==> src/rtl/rnd_gen_n8_if.sv <==
// Seed/request/randomness bundle between the xorshift source and its consumer.
// Latency: none (wires only).
// Backpressure: the consumer throttles the stream with rnd_req; there is no rdy on rnd.
//
// Signals:
//   seed_vld, seed_in : serial seed words, lane 0 first
//   reseed            : restart seeding from lane 0
//   rnd_req           : consumer takes the current rnd word set
//   rnd, rnd_vld      : RANDNUM lanes of K_WIDTH bits, zero unless rnd_vld
//   busy              : seeding or warm-up in progress
interface rnd_gen_n8_if #(
    parameter int K_WIDTH = 32,
    parameter int RANDNUM = 12
);
    logic                         seed_vld;
    logic [K_WIDTH-1:0]           seed_in;
    logic                         reseed;
    logic                         rnd_req;
    logic [K_WIDTH*RANDNUM-1:0]   rnd;
    logic                         rnd_vld;
    logic                         busy;

    // Consumer / seeding side.
    modport master (
        output seed_vld,
        output seed_in,
        output reseed,
        output rnd_req,
        input  rnd,
        input  rnd_vld,
        input  busy
    );

    // Randomness generator side.
    modport slave (
        input  seed_vld,
        input  seed_in,
        input  reseed,
        input  rnd_req,
        output rnd,
        output rnd_vld,
        output busy
    );
endinterface

==> src/rtl/rnd_gen_n8.sv <==
// Parallel xorshift32 source feeding the rnd bus of the 8-share full-XOR unmasking stage.
// Latency: rnd_vld rises RANDNUM+WARMUP edges after the first seed edge; a new word set 1 cycle after each rnd_req.
// Backpressure: lanes only advance on rnd_req in RUN; ena=0 freezes everything.
//
// Ports:
//   clk    : rising-edge clock
//   rst_n  : asynchronous active-low reset (zeroes lanes, returns to IDLE)
//   ena    : global enable, shared with the consumer stage
//   bus    : rnd_gen_n8_if.slave (seed_vld/seed_in/reseed/rnd_req in, rnd/rnd_vld/busy out)
module rnd_gen_n8 #(
    parameter int K_WIDTH  = 32,
    parameter int N_SHARES = 8,
    parameter int LOG_K    = $clog2(N_SHARES + 1) - 1,
    parameter int RANDNUM  = (N_SHARES == 1) ? 0
                             : LOG_K * 2**(LOG_K - 1) + N_SHARES - 2**LOG_K,
    parameter int WARMUP   = 16
) (
    input  logic          clk,
    input  logic          rst_n,
    input  logic          ena,
    rnd_gen_n8_if.slave   bus
);

    localparam int CW = 4;
    localparam int WW = (WARMUP > 1) ? $clog2(WARMUP + 1) : 1;
    localparam logic [K_WIDTH-1:0] SEED_FIX = 32'h9E37_79B9;

    typedef enum logic [1:0] {
        IDLE = 2'd0,
        SEED = 2'd1,
        WARM = 2'd2,
        RUN  = 2'd3
    } state_t;

    state_t             state_q;
    logic [CW-1:0]      cnt_q;
    logic [WW-1:0]      wcnt_q;
    logic               busy_q;
    logic               vld_q;
    logic [K_WIDTH-1:0] lane_q [RANDNUM];

    // Lane that the next accepted seed word lands in, and whether it is the last one.
    logic [CW-1:0]      seed_idx;
    logic               seed_last;

    function automatic logic [31:0] xs32(input logic [31:0] x);
        logic [31:0] y;
        y = x ^ (x << 13);
        y = y ^ (y >> 17);
        y = y ^ (y << 5);
        return y;
    endfunction

    always_comb begin
        seed_idx  = (state_q == IDLE) ? '0 : cnt_q;
        seed_last = (seed_idx == CW'(RANDNUM - 1));
    end

    always_ff @(posedge clk or negedge rst_n) begin
        if (!rst_n) begin
            state_q <= IDLE;
            cnt_q   <= '0;
            wcnt_q  <= '0;
            busy_q  <= 1'b0;
            vld_q   <= 1'b0;
            for (int j = 0; j < RANDNUM; j++) begin
                lane_q[j] <= '0;
            end
        end else if (ena) begin
            if (bus.reseed) begin
                // Reseed beats seed_vld and rnd_req; lanes keep their old values until overwritten.
                state_q <= SEED;
                cnt_q   <= '0;
                busy_q  <= 1'b1;
                vld_q   <= 1'b0;
            end else begin
                unique case (state_q)
                    IDLE, SEED: begin
                        if (bus.seed_vld) begin
                            for (int j = 0; j < RANDNUM; j++) begin
                                if (CW'(j) == seed_idx) begin
                                    // A zero seed would lock xorshift at zero forever.
                                    lane_q[j] <= (bus.seed_in == '0) ? (SEED_FIX ^ K_WIDTH'(j))
                                                                     : bus.seed_in;
                                end
                            end
                            cnt_q <= seed_idx + 1'b1;
                            if (seed_last) begin
                                if (WARMUP == 0) begin
                                    state_q <= RUN;
                                    busy_q  <= 1'b0;
                                    vld_q   <= 1'b1;
                                end else begin
                                    state_q <= WARM;
                                    wcnt_q  <= WW'(WARMUP);
                                    busy_q  <= 1'b1;
                                end
                            end else begin
                                state_q <= SEED;
                                busy_q  <= 1'b1;
                            end
                        end
                    end
                    WARM: begin
                        for (int j = 0; j < RANDNUM; j++) begin
                            lane_q[j] <= xs32(lane_q[j]);
                        end
                        wcnt_q <= wcnt_q - 1'b1;
                        if (wcnt_q == WW'(1)) begin
                            state_q <= RUN;
                            busy_q  <= 1'b0;
                            vld_q   <= 1'b1;
                        end
                    end
                    RUN: begin
                        if (bus.rnd_req) begin
                            for (int j = 0; j < RANDNUM; j++) begin
                                lane_q[j] <= xs32(lane_q[j]);
                            end
                        end
                    end
                    default: begin
                        state_q <= IDLE;
                    end
                endcase
            end
        end
    end

    // Lane values are only exposed in RUN so seed and warm-up material never leaks.
    always_comb begin
        bus.rnd = '0;
        if (vld_q) begin
            for (int j = 0; j < RANDNUM; j++) begin
                bus.rnd[j*K_WIDTH +: K_WIDTH] = lane_q[j];
            end
        end
    end

    assign bus.rnd_vld = vld_q;
    assign bus.busy    = busy_q;

endmodule

==> src/flat_wrapper.sv <==
// flat-port wrapper written by rule: the top's interface ports become plain ports
module rnd_gen_n8_flat 
#(
    parameter int K_WIDTH  = 32,
    parameter int N_SHARES = 8,
    parameter int LOG_K    = $clog2(N_SHARES + 1) - 1,
    parameter int RANDNUM  = (N_SHARES == 1) ? 0
                             : LOG_K * 2**(LOG_K - 1) + N_SHARES - 2**LOG_K,
    parameter int WARMUP   = 16
)
  (clk, rst_n, ena, bus_seed_vld, bus_seed_in, bus_reseed, bus_rnd_req, bus_rnd, bus_rnd_vld, bus_busy);
  rnd_gen_n8_if #(.K_WIDTH(K_WIDTH), .RANDNUM(RANDNUM)) bus_i ();
  input  logic clk;
  input  logic rst_n;
  input  logic ena;
  input wire logic [$bits(bus_i.seed_vld)-1:0] bus_seed_vld;
  input wire logic [$bits(bus_i.seed_in)-1:0] bus_seed_in;
  input wire logic [$bits(bus_i.reseed)-1:0] bus_reseed;
  input wire logic [$bits(bus_i.rnd_req)-1:0] bus_rnd_req;
  output wire logic [$bits(bus_i.rnd)-1:0] bus_rnd;
  output wire logic [$bits(bus_i.rnd_vld)-1:0] bus_rnd_vld;
  output wire logic [$bits(bus_i.busy)-1:0] bus_busy;
  assign bus_i.seed_vld = bus_seed_vld;
  assign bus_i.seed_in = bus_seed_in;
  assign bus_i.reseed = bus_reseed;
  assign bus_i.rnd_req = bus_rnd_req;
  assign bus_rnd = bus_i.rnd;
  assign bus_rnd_vld = bus_i.rnd_vld;
  assign bus_busy = bus_i.busy;
  rnd_gen_n8 #(.K_WIDTH(K_WIDTH), .N_SHARES(N_SHARES), .LOG_K(LOG_K), .RANDNUM(RANDNUM), .WARMUP(WARMUP)) u_core (.clk(clk), .rst_n(rst_n), .ena(ena), .bus(bus_i));
endmodule
==> config.mk <==
export PLATFORM = sky130hd
export DESIGN_NAME = rnd_gen_n8_flat
export DESIGN_NICKNAME = d
export VERILOG_FILES = /design/src/rtl/rnd_gen_n8_if.sv /design/src/rtl/rnd_gen_n8.sv /design/src/flat_wrapper.sv
export SDC_FILE = /design/constraint.sdc
export NUM_CORES = 1
export LEC_CHECK = 0
export BUFFER_PORTS_ARGS = -buffer_cell sky130_fd_sc_hd__buf_2
export CAP_MARGIN = 25
export CORE_ASPECT_RATIO = 0.7
export CORE_MARGIN = 10
export CORE_UTILIZATION = 48
export DETAILED_ROUTE_END_ITERATION = 16
export MAX_ROUTING_LAYER = met4
export PLACE_DENSITY_LB_ADDON = 0.2
export SYNTH_ARGS = -nofsm -noshare
export SYNTH_HDL_FRONTEND = slang
export SYNTH_SLANG_ARGS = --single-unit
export TNS_END_PERCENT = 100
==> constraint.sdc <==
create_clock -name clk -period 4.3 [get_ports clk]
set_clock_uncertainty 0.2 [all_clocks]
set_input_delay 0.645 -clock clk [delete_from_list [all_inputs] [get_ports clk]]
set_output_delay 0.645 -clock clk [all_outputs]
set_load 0.03 [all_outputs]
==> impl_results.md <==
* Antenna-violating nets left at 0
* Fin area at 34300 µm²
* Overall Power at 27.7 mW
* P&R area growth vs syn at 13.7%
* Clk sinks at 397
* Tmin final at 3050 ps
* Max-slew headroom at 0.282
* CP Capture Type: flop
* Synth unique cells at 72
* P per Cell Area at 808 nW/µm²
* Run status: complete, no violations
* Resize count post-CTS at 0
* Final worst path period share at 0.709
* Initial antenna violation count at 0
* CTS Buffer Depth at 3
* MaxCap Viol Count at 0
* Cell taking the most area after synthesis: dfrtp_1
* RR Startpoint: u_core.state_q[1]$_DFFE_PN0P_
* CTS tree: done
* Seq/Total Area, Yosys at 0.330
* Cells after Synth at 3384
* RSZ-0062 raised after global routing: no
* DR vias at 26600
* Worst-path clk slew at 70 ps
* Share of layout cells above drive strength 1 at 0.190
* Synth area leaders: dfrtp_1, xnor2_1, and2_1
* Syn Area/Cell at 8.91 µm²
* Layout net count at 3637
* Max Slew Vio Count at 0
* 1st-iter DRT viols at 3066
* Peak supply drop at 0.000340 V
* Vias in the first global route at 25100
* Die area at 73400 µm²
* Tot GR Track Use at 0.305
* Via-per-instance ratio at 5.97
* Largest net degree at the start of global routing at 189
* Row count at 76
* Worst r2r path cells at 6
* Root buf cell: clkbuf_16
* Worst setup path category: flop to flop
* Total number of H-tree levels at 2
* Number of buffers created by CTS at 46
* Hold Crit Class: input pin to flop
* Drc violations at 0
* Slew @ Worst Pin at 1080 ps
* Routed WL per cell at 25.5 µm
* Crit. Startpoint: u_core.state_q[1]$_DFFE_PN0P_
* Synth Flop Type: dfrtp_1
* DP HPWL at 76000 µm
* Ys async rst share at 1.00
* First-pass detailed-route iteration total at 8
* Worst Path Arrival at 3350 ps
* Placer Congestion at 0.908
* Worst EP required at 4600 ps
* Max Freq at 328 MHz
* EDFF count, synth at 0
* Fin cells at 4451
* Crit path max fanout at 39
* Post-Syn Nets at 3424
* Worst r2r dst: u_core.lane_q[240]$_DFFE_PN0P_
* CP Launch Type: flop
* Number of synthesized register bits at 397
* Setup_tns at 0 ps
* Inst Count DP at 4364
* Final worst slack at 1250 ps
* Starting Density at 0.488
* Clk_lat worst skew at 580 ps
* Core box area at 61800 µm²
* Leak at 15.5 nW
* Synthesized area at 30100 µm²
* Total congestion overflow at 0
* Placement Cell Area at 32600 µm²
* Setup violations, final at 0
* Setup crit end: u_core.lane_q[240]$_DFFE_PN0P_
* Yosys top cell area share at 0.330
* Die Width at 319 µm
* Post-Route WL at 114000 µm
* Fin. Hold Viols at 0
* Die Height at 230 µm
* Synthesis Warnings at 0
* I/O Buffers at 423
* Cts hold-fix bufs at 1
* Flop2flop setup slack at 1250 ps
* Pre-CTS WS at 985 ps
* IO Count at 424
* Setup bufs post-CTS at 0
* First-pass GRT wire length at 168000 µm
## critical path: stages, from the launching register on
cell and delay, ps:
dfrtp_4 640, nand3b_1 230, o211a_4 480, buf_12 320, o21a_1 650, o21ai_0 220, a2bb2oi_1 190
## cells by family (layout without fill, tap and decap cells)
group / Yosys count / after routing / synth area share
AND/OR/NAND/NOR: 990 / 990 / 0.177
adder cells (fa/ha/maj): 2 / 2 / 0.000830
XOR/XNOR: 708 / 708 / 0.225
multiplexers: 8 / 8 / 0.00266
buffers and inverters: 360 / 607 / 0.0539
AO/OA/AOI/OAI: 919 / 919 / 0.211
flip-flops: 397 / 397 / 0.330
other: 0 / 1 / 0
## routing by layer
metal | track usage | vias up | share of wire
li1 | - | 12100 | -
met5 | - | - | 0
met1 | 0.415 | 13000 | 0.44
met2 | 0.452 | 1291 | 0.44
met3 | 0.0628 | 194 | 0.092
met4 | 0.0948 | 0 | 0.034
## through the flow
stage / hold slack [ps] / utilization
final: 172 / 0.555
after CTS: 154 / 0.553
after floorplan: 149 / -
after global routing: 190 / 0.555
after global placement: 295 / 0.527
after detailed placement: 305 / 0.528
## final cells by class
type                            instances  area (µm²)
Sequential cell                       397        9940
Antenna cell                            1        2.50
Multi-Input combinational cell       2627       18700
Clock buffer                           70        1390
Tap cell                              819        1020
Clock inverter                         12         169
Inverter                               29         114
Timing Repair Buffer                  496        2900
Fill cell                            5717       27500
## power by group
group | internal [mW] | switching (mW) | total [mW]
logic | 7.53 | 7.33 | 14.9
clock network | 2.47 | 1.72 | 4.19
registers | 5.34 | 3.31 | 8.65
## how the worst min path moves through the flow
stage | start | end | slack [ps] | cells after the start
CTS | bus_seed_in[30] | u_core.lane_q[30]$_DFFE_PN0P_ | 150 | 3
floorplan | rst_n | u_core.bus.busy$_DFFE_PN0P_ | 150 | 0
detailed placement | u_core.wcnt_q[1]$_DFFE_PN0P_ | u_core.wcnt_q[1]$_DFFE_PN0P_ | 310 | 2
global placement | u_core.wcnt_q[1]$_DFFE_PN0P_ | u_core.wcnt_q[1]$_DFFE_PN0P_ | 300 | 2
finish | bus_seed_in[30] | u_core.lane_q[30]$_DFFE_PN0P_ | 170 | 3
global route | bus_seed_in[30] | u_core.lane_q[30]$_DFFE_PN0P_ | 190 | 3
## cells in the final DEF, fill, tap and decap left out, drive strengths merged, types with 38 or more instances in the layout
cell,count
a211oi,127
a21o,93
a21oi,203
a31oi,66
and2,414
buf,495
clkbuf,70
dfrtp,397
nand2,250
nor2,122
nor3,53
o21a,46
o21ai,141
o221a,38
xnor2,494
xor2,179
## sequential cells by signal, summed over array words and instances (netlist names)
name and cells:
u_core.cnt_q 4, u_core.bus.rnd_vld 1, u_core.bus.busy 1, u_core.lane_q 384, u_core.wcnt_q 5, u_core.state_q 2
## cells in the mapped netlist, drive strengths merged, types with 33 or more instances
cell     instances
xnor2          494
and2           414
dfrtp          397
nand2          250
a21oi          203
clkbuf         180
xor2           179
buf            151
o21ai          141
a211oi         127
nor2           122
a21o            93
a31oi           66
nor3            53
o21a            46
o221a           38
o22ai           34
a2bb2oi         33
nand4           33
o211ai          33
o21bai          33
No activity file was read; power rests on OpenSTA's default activity.
